## src/rtl/multiplier_pkg.sv

```systemverilog
// Shared widths for the modular multiplier datapath.
package multiplier_pkg;
  localparam int DATA_LENGTH = 32;
endpackage

```

## src/rtl/dilithium_mulmod_pipe_if.sv

```systemverilog
// Operand/result bundle for dilithium_mulmod_pipe.
// Handshake: a beat moves on a side only in a cycle where that side's valid
// and ready are both 1 at the clock edge. A producer holds valid and payload
// stable until the beat moves, and ready never depends combinationally on the
// valid of the same side.
interface dilithium_mulmod_pipe_if #(
  parameter int TAG_W = 8
) ();
  logic                                  in_valid_i;
  logic                                  in_ready_o;
  logic [multiplier_pkg::DATA_LENGTH-1:0] a_i;
  logic [multiplier_pkg::DATA_LENGTH-1:0] b_i;
  logic [TAG_W-1:0]                      tag_i;
  logic                                  out_valid_o;
  logic                                  out_ready_i;
  logic [multiplier_pkg::DATA_LENGTH-1:0] result_o;
  logic [TAG_W-1:0]                      tag_o;
  logic                                  busy_o;
  logic                                  err_o;

  modport master (
    output in_valid_i, a_i, b_i, tag_i, out_ready_i,
    input  in_ready_o, out_valid_o, result_o, tag_o, busy_o, err_o
  );

  modport slave (
    input  in_valid_i, a_i, b_i, tag_i, out_ready_i,
    output in_ready_o, out_valid_o, result_o, tag_o, busy_o, err_o
  );
endinterface

```

## src/rtl/dilithium_mulmod_pipe.sv

```systemverilog
// Four-stage pipelined (a*b) mod 8380417 with valid/ready on both sides.
// S1 operand register, S2 product, S3 first fold, S4 second fold + correction.
// Optional macro MULMOD_RANGE_CHECK_EN builds a sticky flag for operands >= Q.
module dilithium_mulmod_pipe #(
  parameter int Q     = 8380417,
  parameter int TAG_W = 8
) (
  input  logic                  clk_i,
  input  logic                  rst_ni,
  dilithium_mulmod_pipe_if.slave bus
);
  localparam int DL = multiplier_pkg::DATA_LENGTH;
  localparam logic signed [31:0] Q_S = Q;

  // The fold identities below rely on 2^23 = 2^13 - 1 (mod Q).
  if (Q != 8380417) begin : g_bad_q
    $error("dilithium_mulmod_pipe: fold arithmetic only supports Q = 8380417");
  end

  logic             v1, v2, v3, v4;
  logic [22:0]      a1, b1;
  logic [45:0]      p2;
  logic signed [37:0] t3;
  logic [22:0]      r4;
  logic [TAG_W-1:0] tag1, tag2, tag3, tag4;
  logic             ld1, ld2, ld3, ld4, acc;

  // A stage loads when empty or when its contents move on; this ripples
  // from out_ready_i back to in_ready_o without touching in_valid_i.
  assign ld4 = !v4 || bus.out_ready_i;
  assign ld3 = !v3 || ld4;
  assign ld2 = !v2 || ld3;
  assign ld1 = !v1 || ld2;
  assign acc = bus.in_valid_i && ld1;

  logic signed [37:0] t_next;
  logic signed [31:0] th, u, uh, w, r_next;

  // First fold: p = lo + hi*2^23 -> lo + hi*(2^13 - 1).
  always_comb begin
    t_next = $signed({15'd0, p2[22:0]}) + $signed({2'd0, p2[45:23], 13'd0})
           - $signed({15'd0, p2[45:23]});
  end

  // Second fold of t. t can reach ~2^36, so one fold still leaves up to ~9Q;
  // a small fold of the few remaining top bits brings it into [0, 2Q) before
  // the single conditional correction.
  always_comb begin
    th = {{17{t3[37]}}, t3[37:23]};
    u  = $signed({9'd0, t3[22:0]}) + (th <<< 13) - th;
    uh = {{23{u[31]}}, u[31:23]};
    w  = $signed({9'd0, u[22:0]}) + (uh <<< 13) - uh;
    r_next = w;
    if (w < 0)          r_next = w + Q_S;
    else if (w >= Q_S)  r_next = w - Q_S;
  end

  logic unused_bits;
  assign unused_bits = ^{bus.a_i[DL-1:23], bus.b_i[DL-1:23], r_next[31:23]};

  // S1: capture the used operand bits and the tag.
  always_ff @(posedge clk_i) begin
    if (!rst_ni) begin
      v1 <= 1'b0; a1 <= '0; b1 <= '0; tag1 <= '0;
    end else if (ld1) begin
      v1 <= bus.in_valid_i;
      if (acc) begin
        a1 <= bus.a_i[22:0]; b1 <= bus.b_i[22:0]; tag1 <= bus.tag_i;
      end
    end
  end

  // S2: full 46-bit product.
  always_ff @(posedge clk_i) begin
    if (!rst_ni) begin
      v2 <= 1'b0; p2 <= '0; tag2 <= '0;
    end else if (ld2) begin
      v2 <= v1; p2 <= 46'(a1) * 46'(b1); tag2 <= tag1;
    end
  end

  // S3: first fold result.
  always_ff @(posedge clk_i) begin
    if (!rst_ni) begin
      v3 <= 1'b0; t3 <= '0; tag3 <= '0;
    end else if (ld3) begin
      v3 <= v2; t3 <= t_next; tag3 <= tag2;
    end
  end

  // S4: canonical residue; holds while the consumer stalls.
  always_ff @(posedge clk_i) begin
    if (!rst_ni) begin
      v4 <= 1'b0; r4 <= '0; tag4 <= '0;
    end else if (ld4) begin
      v4 <= v3; r4 <= r_next[22:0]; tag4 <= tag3;
    end
  end

`ifdef MULMOD_RANGE_CHECK_EN
  localparam logic [22:0] Q23 = 23'(Q);
  logic err_q;
  // Sticky flag for any accepted operand outside [0, Q).
  always_ff @(posedge clk_i) begin
    if (!rst_ni) err_q <= 1'b0;
    else if (acc && (bus.a_i[22:0] >= Q23 || bus.b_i[22:0] >= Q23)) err_q <= 1'b1;
  end
  assign bus.err_o = err_q;
`else
  assign bus.err_o = 1'b0;
`endif

  assign bus.in_ready_o  = ld1;
  assign bus.out_valid_o = v4;
  assign bus.result_o    = DL'(r4);
  assign bus.tag_o       = tag4;
  assign bus.busy_o      = v1 | v2 | v3 | v4;
endmodule

```

## src/flat_wrapper.sv

```systemverilog
// flat-port wrapper written by rule: the top's interface ports become plain ports
module dilithium_mulmod_pipe_flat 
#(
  parameter int Q     = 8380417,
  parameter int TAG_W = 8
)
  (clk_i, rst_ni, bus_in_valid_i, bus_a_i, bus_b_i, bus_tag_i, bus_out_ready_i, bus_in_ready_o, bus_out_valid_o, bus_result_o, bus_tag_o, bus_busy_o, bus_err_o);
  dilithium_mulmod_pipe_if #(.TAG_W(TAG_W)) bus_i ();
  input  logic clk_i;
  input  logic rst_ni;
  input wire logic [$bits(bus_i.in_valid_i)-1:0] bus_in_valid_i;
  input wire logic [$bits(bus_i.a_i)-1:0] bus_a_i;
  input wire logic [$bits(bus_i.b_i)-1:0] bus_b_i;
  input wire logic [$bits(bus_i.tag_i)-1:0] bus_tag_i;
  input wire logic [$bits(bus_i.out_ready_i)-1:0] bus_out_ready_i;
  output wire logic [$bits(bus_i.in_ready_o)-1:0] bus_in_ready_o;
  output wire logic [$bits(bus_i.out_valid_o)-1:0] bus_out_valid_o;
  output wire logic [$bits(bus_i.result_o)-1:0] bus_result_o;
  output wire logic [$bits(bus_i.tag_o)-1:0] bus_tag_o;
  output wire logic [$bits(bus_i.busy_o)-1:0] bus_busy_o;
  output wire logic [$bits(bus_i.err_o)-1:0] bus_err_o;
  assign bus_i.in_valid_i = bus_in_valid_i;
  assign bus_i.a_i = bus_a_i;
  assign bus_i.b_i = bus_b_i;
  assign bus_i.tag_i = bus_tag_i;
  assign bus_i.out_ready_i = bus_out_ready_i;
  assign bus_in_ready_o = bus_i.in_ready_o;
  assign bus_out_valid_o = bus_i.out_valid_o;
  assign bus_result_o = bus_i.result_o;
  assign bus_tag_o = bus_i.tag_o;
  assign bus_busy_o = bus_i.busy_o;
  assign bus_err_o = bus_i.err_o;
  dilithium_mulmod_pipe #(.Q(Q), .TAG_W(TAG_W)) u_core (.clk_i(clk_i), .rst_ni(rst_ni), .bus(bus_i));
endmodule
```

## config.mk

```make
export PLATFORM = sky130hd
export DESIGN_NAME = dilithium_mulmod_pipe_flat
export DESIGN_NICKNAME = d
export VERILOG_FILES = /design/src/rtl/multiplier_pkg.sv /design/src/rtl/dilithium_mulmod_pipe_if.sv /design/src/rtl/dilithium_mulmod_pipe.sv /design/src/flat_wrapper.sv
export SDC_FILE = /design/constraint.sdc
export NUM_CORES = 2
export LEC_CHECK = 0
export CAP_MARGIN = 20
export CORE_MARGIN = 2
export CORE_UTILIZATION = 40
export CTS_CLUSTER_SIZE = 20
export DETAILED_ROUTE_END_ITERATION = 16
export MAX_ROUTING_LAYER = met4
export RECOVER_POWER = 100
export REMOVE_ABC_BUFFERS = 1
export SLEW_MARGIN = 20
export SYNTH_ARGS = -nofsm -noshare
export SYNTH_HDL_FRONTEND = slang
export SYNTH_SLANG_ARGS = --single-unit
export TNS_END_PERCENT = 20
```

## constraint.sdc

```tcl
create_clock -name clk_i -period 6.8 [get_ports clk_i]
set_clock_uncertainty 0.2 [all_clocks]
set_input_delay 1.02 -clock clk_i [delete_from_list [all_inputs] [get_ports clk_i]]
set_output_delay 1.02 -clock clk_i [all_outputs]
set_load 0.03 [all_outputs]
```

### Word level (Yosys, flattened, before mapping)

Index checks and enable logic that the tools add are counted.

* add/sub/neg operators: 8
* reduce and logical (&&, ||, !) cells: 10
* mux-type cells: 2
* order comparisons: 2
* bitwise operators: 3
* $mul: 1

Operators by type and width (number)
* $mul 23x23->46: 1
* $mux 23: 2
* $sub 38x24->38: 1
* $add 23x36->37: 1
* $ge 32x24->1 const B: 1
* $lt 32x1->1 const B: 1
* $sub 29x15->30: 1
* $add 24x28->29: 1
* $sub 25x7->26: 1
* $add 24x20->25: 1
* $add 23x14->23 const B: 1
* $sub 23x14->23 const B: 1
* $logic_not 1->1: 4
* $logic_or 1x1->1: 4
* $or 1x1->1: 3
* $reduce_and 2->1: 1
* $logic_and 1x1->1: 1

* input bits: 76
* register bits after elaboration: 189

### Logic depth before layout (Yosys ltp)

* word-level depth: 7
* depth in mapped cells: 33

### Worst setup path after synthesis

OpenSTA, ideal clock, no wires.

* kind: reg2reg
* start point: register u_core.t3[24]
* end point: register u_core.r4[8]
* data required time: 6.472 ns
* buffers on the path: 2
* arrival: 7.230 ns
* stages on the path, launching flop included: 29
* path slack: -0.758 ns
* library setup time: 0.128 ns
* cell sequence: dfxtp_1 -> inv_1 -> ha_1 -> ha_1 -> fa_1 -> a21oi_1 -> o21ai_0 -> a2111oi_0 -> nor4b_1 -> o21ai_0 -> o211ai_1 -> a31oi_1 -> nor2_1 -> or3_1 -> buf_1 -> ha_1 -> ha_1 -> or2_2 -> a311o_2 -> a31o_2 -> a21boi_1 -> xnor2_2 -> nand3_1 -> or4_4 -> o41ai_4 -> buf_6 -> a31oi_1 -> xnor2_1 -> o21ai_1

* word-level cells in the longest chain between the ends: 7
* elaborated cells on any way between the ends: 10
* those cells by class: add/sub (6); order compare (2); mux (2)

RTL lines
* start: declaration: line dilithium_mulmod_pipe.sv:23 `logic signed [37:0] t3;`
* start signal: assignment: line dilithium_mulmod_pipe.sv:87 `v3 <= v2; t3 <= t_next; tag3 <= tag2;`
* $add 24x28->29: line dilithium_mulmod_pipe.sv:50 `u = $signed({9'd0, t3[22:0]}) + (th <<< 13) - th;`
* $sub 29x15->30 *: line dilithium_mulmod_pipe.sv:50
* $add 24x20->25: line dilithium_mulmod_pipe.sv:52 `w = $signed({9'd0, u[22:0]}) + (uh <<< 13) - uh;`
* $sub 25x7->26 *: line dilithium_mulmod_pipe.sv:52
* $ge 32x24->1: line dilithium_mulmod_pipe.sv:55 `else if (w >= Q_S) r_next = w - Q_S;`
* $mux 23: line dilithium_mulmod_pipe.sv:55
* $mux 23 *: line dilithium_mulmod_pipe.sv:54 `if (w < 0) r_next = w + Q_S;`
* end signal: assignment: line dilithium_mulmod_pipe.sv:96 `v4 <= v3; r4 <= r_next[22:0]; tag4 <= tag3;`
* end: declaration: line dilithium_mulmod_pipe.sv:24 `logic [22:0] r4;`

Every way passes the cells marked *; elsewhere a longest branch is shown, timed or not.
A chain may end at the register's enable or synchronous reset.

### Final worst setup path

* start point: register u_core.a1[11]
* end point: register u_core.p2[45]

* word-level cells in the longest chain between the ends: 1

RTL lines
* start: declaration: line dilithium_mulmod_pipe.sv:21 `logic [22:0] a1, b1;`
* start signal: assignment: line dilithium_mulmod_pipe.sv:68 `a1 <= bus.a_i[22:0]; b1 <= bus.b_i[22:0]; tag1 <= bus.tag_i;`
* $mul 23x23->46: line dilithium_mulmod_pipe.sv:78 `v2 <= v1; p2 <= 46'(a1) * 46'(b1); tag2 <= tag1;`
* end signal: assignment: line dilithium_mulmod_pipe.sv:78
* end: declaration: line dilithium_mulmod_pipe.sv:22 `logic [45:0] p2;`

Every way passes these cells.

==> reports/qor.txt <==
Outcome = finished with violations
Failing checks = max-capacitance violations, max-slew violations, negative setup slack
Clk sinks = 189
Commonest non-fill, non-tap cell in the layout = nand2_1
Crit start category = register
H-Tree Level Count = 4
Worst setup margin = -0.149 ns
Max-slew violation count = 218
Worst Hold Class = reg -> reg
Mapped Cells = 3,739
Place WS = -0.802 ns
Fin Setup TNS = -0.875 ns
Setup violators final = 15
Final core occ = 50.5%
Reg2reg end = u_core.p2[45]
Fin nets = 5,005
Mean Syn Cell Area = 8.16 um2
Drt first pass iters = 5
TritonCTS clock tree = done
DP HPWL = 69,800 um
Worst-path fanout max = 3
Final WL = 85,000 um
Worst-Skew Late Latency = 0.51 ns
Number of global-route vias before repair = 26,900
Synthesized cell area = 0.0305 mm2
Number of max-cap violations = 5
Die area = 0.0785 mm2
Seq/Total Area, Yosys = 12.4%
Top FF cell, synth = dfxtp_1
Most frequent cells in the layout = nand2_1 (708), inv_1 (594), fa_1 (434), buf_4 (425), ha_1 (259)
Total global routing overflow = 0
Die Wd = 280 um
CTS root buffer = clkbuf_16
DR vias/cell = 5.07
Period utilization = 102%
Gpl congestion = 0.891
Slew headroom = -117%
RR Startpoint = u_core.a1[11]
Top cell type by total area after synthesis = fa_1
Hold path depth = 2
RSZ-0062 raised after global routing = yes
Clk pin slew, worst setup/hold paths = 0.09 ns
ANT cells = 0
Critical Path RT = 7.00 ns
Hold Violations, Final = 0
TritonCTS Buffers = 17
Chip height = 280 um
Clk buf depth = 2
R2R cell count = 27
Fin crit period = 6.95 ns
ANT nets after route = 0
IO Port Bufs = 91
Initial Util = 40.3%
Synth warn = 0
Top Ports = 120
Max Freq = 144 MHz
Layout Area Growth over Synthesis = 25.2%
Number of enable flip-flop cells after synthesis = 0
Critical Path AT = 7.15 ns
Post-route DRC = 0
Unique masters post-synth = 91
Worst hold start = u_core.r4[8]
CP Capture Type = register
Rows = 101
Synth top area share = 29.7%
Area contributors post-synth = fa_1 (30%), dfxtp_1 (12%), ha_1 (12%)
Pin count of the biggest net entering global routing = 68
Layout cells sized above 1 = 19.6%
Setup slack, reg-to-reg = -0.15 ns
Vias post-DR = 26,200
Async set-reset flop share out of synthesis = 0%
Drt wl/cell = 16.4 um
#FFs+latches synth = 189
Core outline area = 0.0757 mm2
DRT iter0 DRCs = 1,221
Slew @ Worst Pin = 3.25 ns
Initial antenna violation count = 0
Hold Path End = u_core.r4[8]
Crit path kind = reg -> reg
GR Util All Layers = 22.8%
First-pass GRT wire length = 139,000 um
==> cells by family (layout without fill, tap and decap cells) <==
family	Yosys count	in the layout	share of synthesized area [%]
flip-flops	189	189	12.4
buffers and inverters	805	1249	10.1
other	1	10	0.0123
AO/OA/AOI/OAI	604	604	12.6
AND/OR/NAND/NOR	1234	1234	18.4
adder cells (fa/ha/maj)	751	751	41.9
multiplexers	6	6	0.197
XOR/XNOR	149	149	4.35
==> synth_stat cells, types with 14 or more instances <==
library cell,instances
nand2_1,725
inv_1,619
fa_1,453
ha_1,297
a21oi_1,253
dfxtp_1,189
and2_1,179
clkbuf_1,157
xnor2_1,103
nor2_1,100
o21ai_0,74
a21o_1,67
nand3_1,46
xor2_1,43
nor3_1,41
a211oi_1,27
and3_1,27
nand4_1,23
o21ai_1,21
nand2b_1,19
o21a_1,17
nor2b_1,14
==> worst max-delay path: stages, from the launching register on <==
cell and delay, ns:
dfxtp_4 0.39, buf_6 0.10, nand2_4 0.04, fa_1 0.51, inv_2 0.05, fa_1 0.55
inv_2 0.04, fa_2 0.53, inv_2 0.04, fa_1 0.50, inv_1 0.05, fa_1 0.49
inv_2 0.04, fa_1 0.47, fa_1 0.61, ha_4 0.23, and3_4 0.16, a221oi_4 0.30
o21ai_2 0.11, a211oi_2 0.27, o21ba_2 0.21, o32ai_4 0.12, buf_6 0.15, o21ai_4 0.17
a21oi_2 0.07, o22a_1 0.21, xnor2_1 0.15, a21oi_1 0.07
==> layer usage <==
metal / vias up / part of all wire [%] / global-route usage [%] / routed length (um)
li1: 12700 / - / - / -
met1: 13000 / 44 / 28.0 / 37300
met2: 444 / 51 / 40.2 / 43300
met3: 92 / 3.5 / 2.68 / 2950
met4: 0 / 1.7 / 5.10 / 1470
met5: - / 0 / - / 0
==> area by class of cell <==
| cell class | count | area, um2 |
|---|---|---|
| Tap cell | 978 | 1220 |
| Multi-Input combinational cell | 2754 | 24900 |
| Timing Repair Buffer | 597 | 5160 |
| Sequential cell | 189 | 3900 |
| Clock buffer | 17 | 425 |
| Inverter | 620 | 2330 |
| Fill cell | 7283 | 37500 |
| Clock inverter | 15 | 210 |
==> state kept, by name, indices dropped and copies added (netlist names), 8 cells and up <==
name,cells
u_core.r4,23
u_core.a1,23
u_core.p2,46
u_core.tag2,8
u_core.tag3,8
u_core.b1,23
u_core.t3,38
u_core.bus.tag_o,8
u_core.tag1,8
==> how the worst max path moves through the flow <==
| stage | end | from | slack [ns] | cells past startpoint |
|---|---|---|---|---|
| final | u_core.p2[45] | u_core.a1[11] | -0.15 | 27 |
| after global routing | u_core.p2[45] | u_core.a1[11] | -0.39 | 27 |
| after CTS | u_core.p2[43] | u_core.a1[15] | -0.14 | 26 |
| after detailed placement | u_core.p2[41] | u_core.a1[5] | -0.80 | 27 |
| after global placement | u_core.p2[41] | u_core.a1[5] | -0.76 | 27 |
| after floorplan | u_core.r4[9] | u_core.t3[24] | -0.84 | 28 |
==> what timing repair did <==
item	4_1_cts	5_1_grt
pin swaps	134	111
gates cloned	1	0
gates resized for setup	290	134
setup endpoints to repair	47	48
setup buffers	42	18
hold buffers	0	0
==> through the flow <==
stage                     hold slack (ns)  cells  cell area [um2]
final                               0.240   5170            38200
after global routing                0.261   5170            38200
after CTS                           0.248   5153            37600
after detailed placement            0.236   5079            35400
after global placement              0.232   5079            35400
after floorplan                     0.232   3563            29800
Power is left out: the tool's default activity adds up to more than one toggle a clock period on the data nets, which glitch-free logic cannot reach.
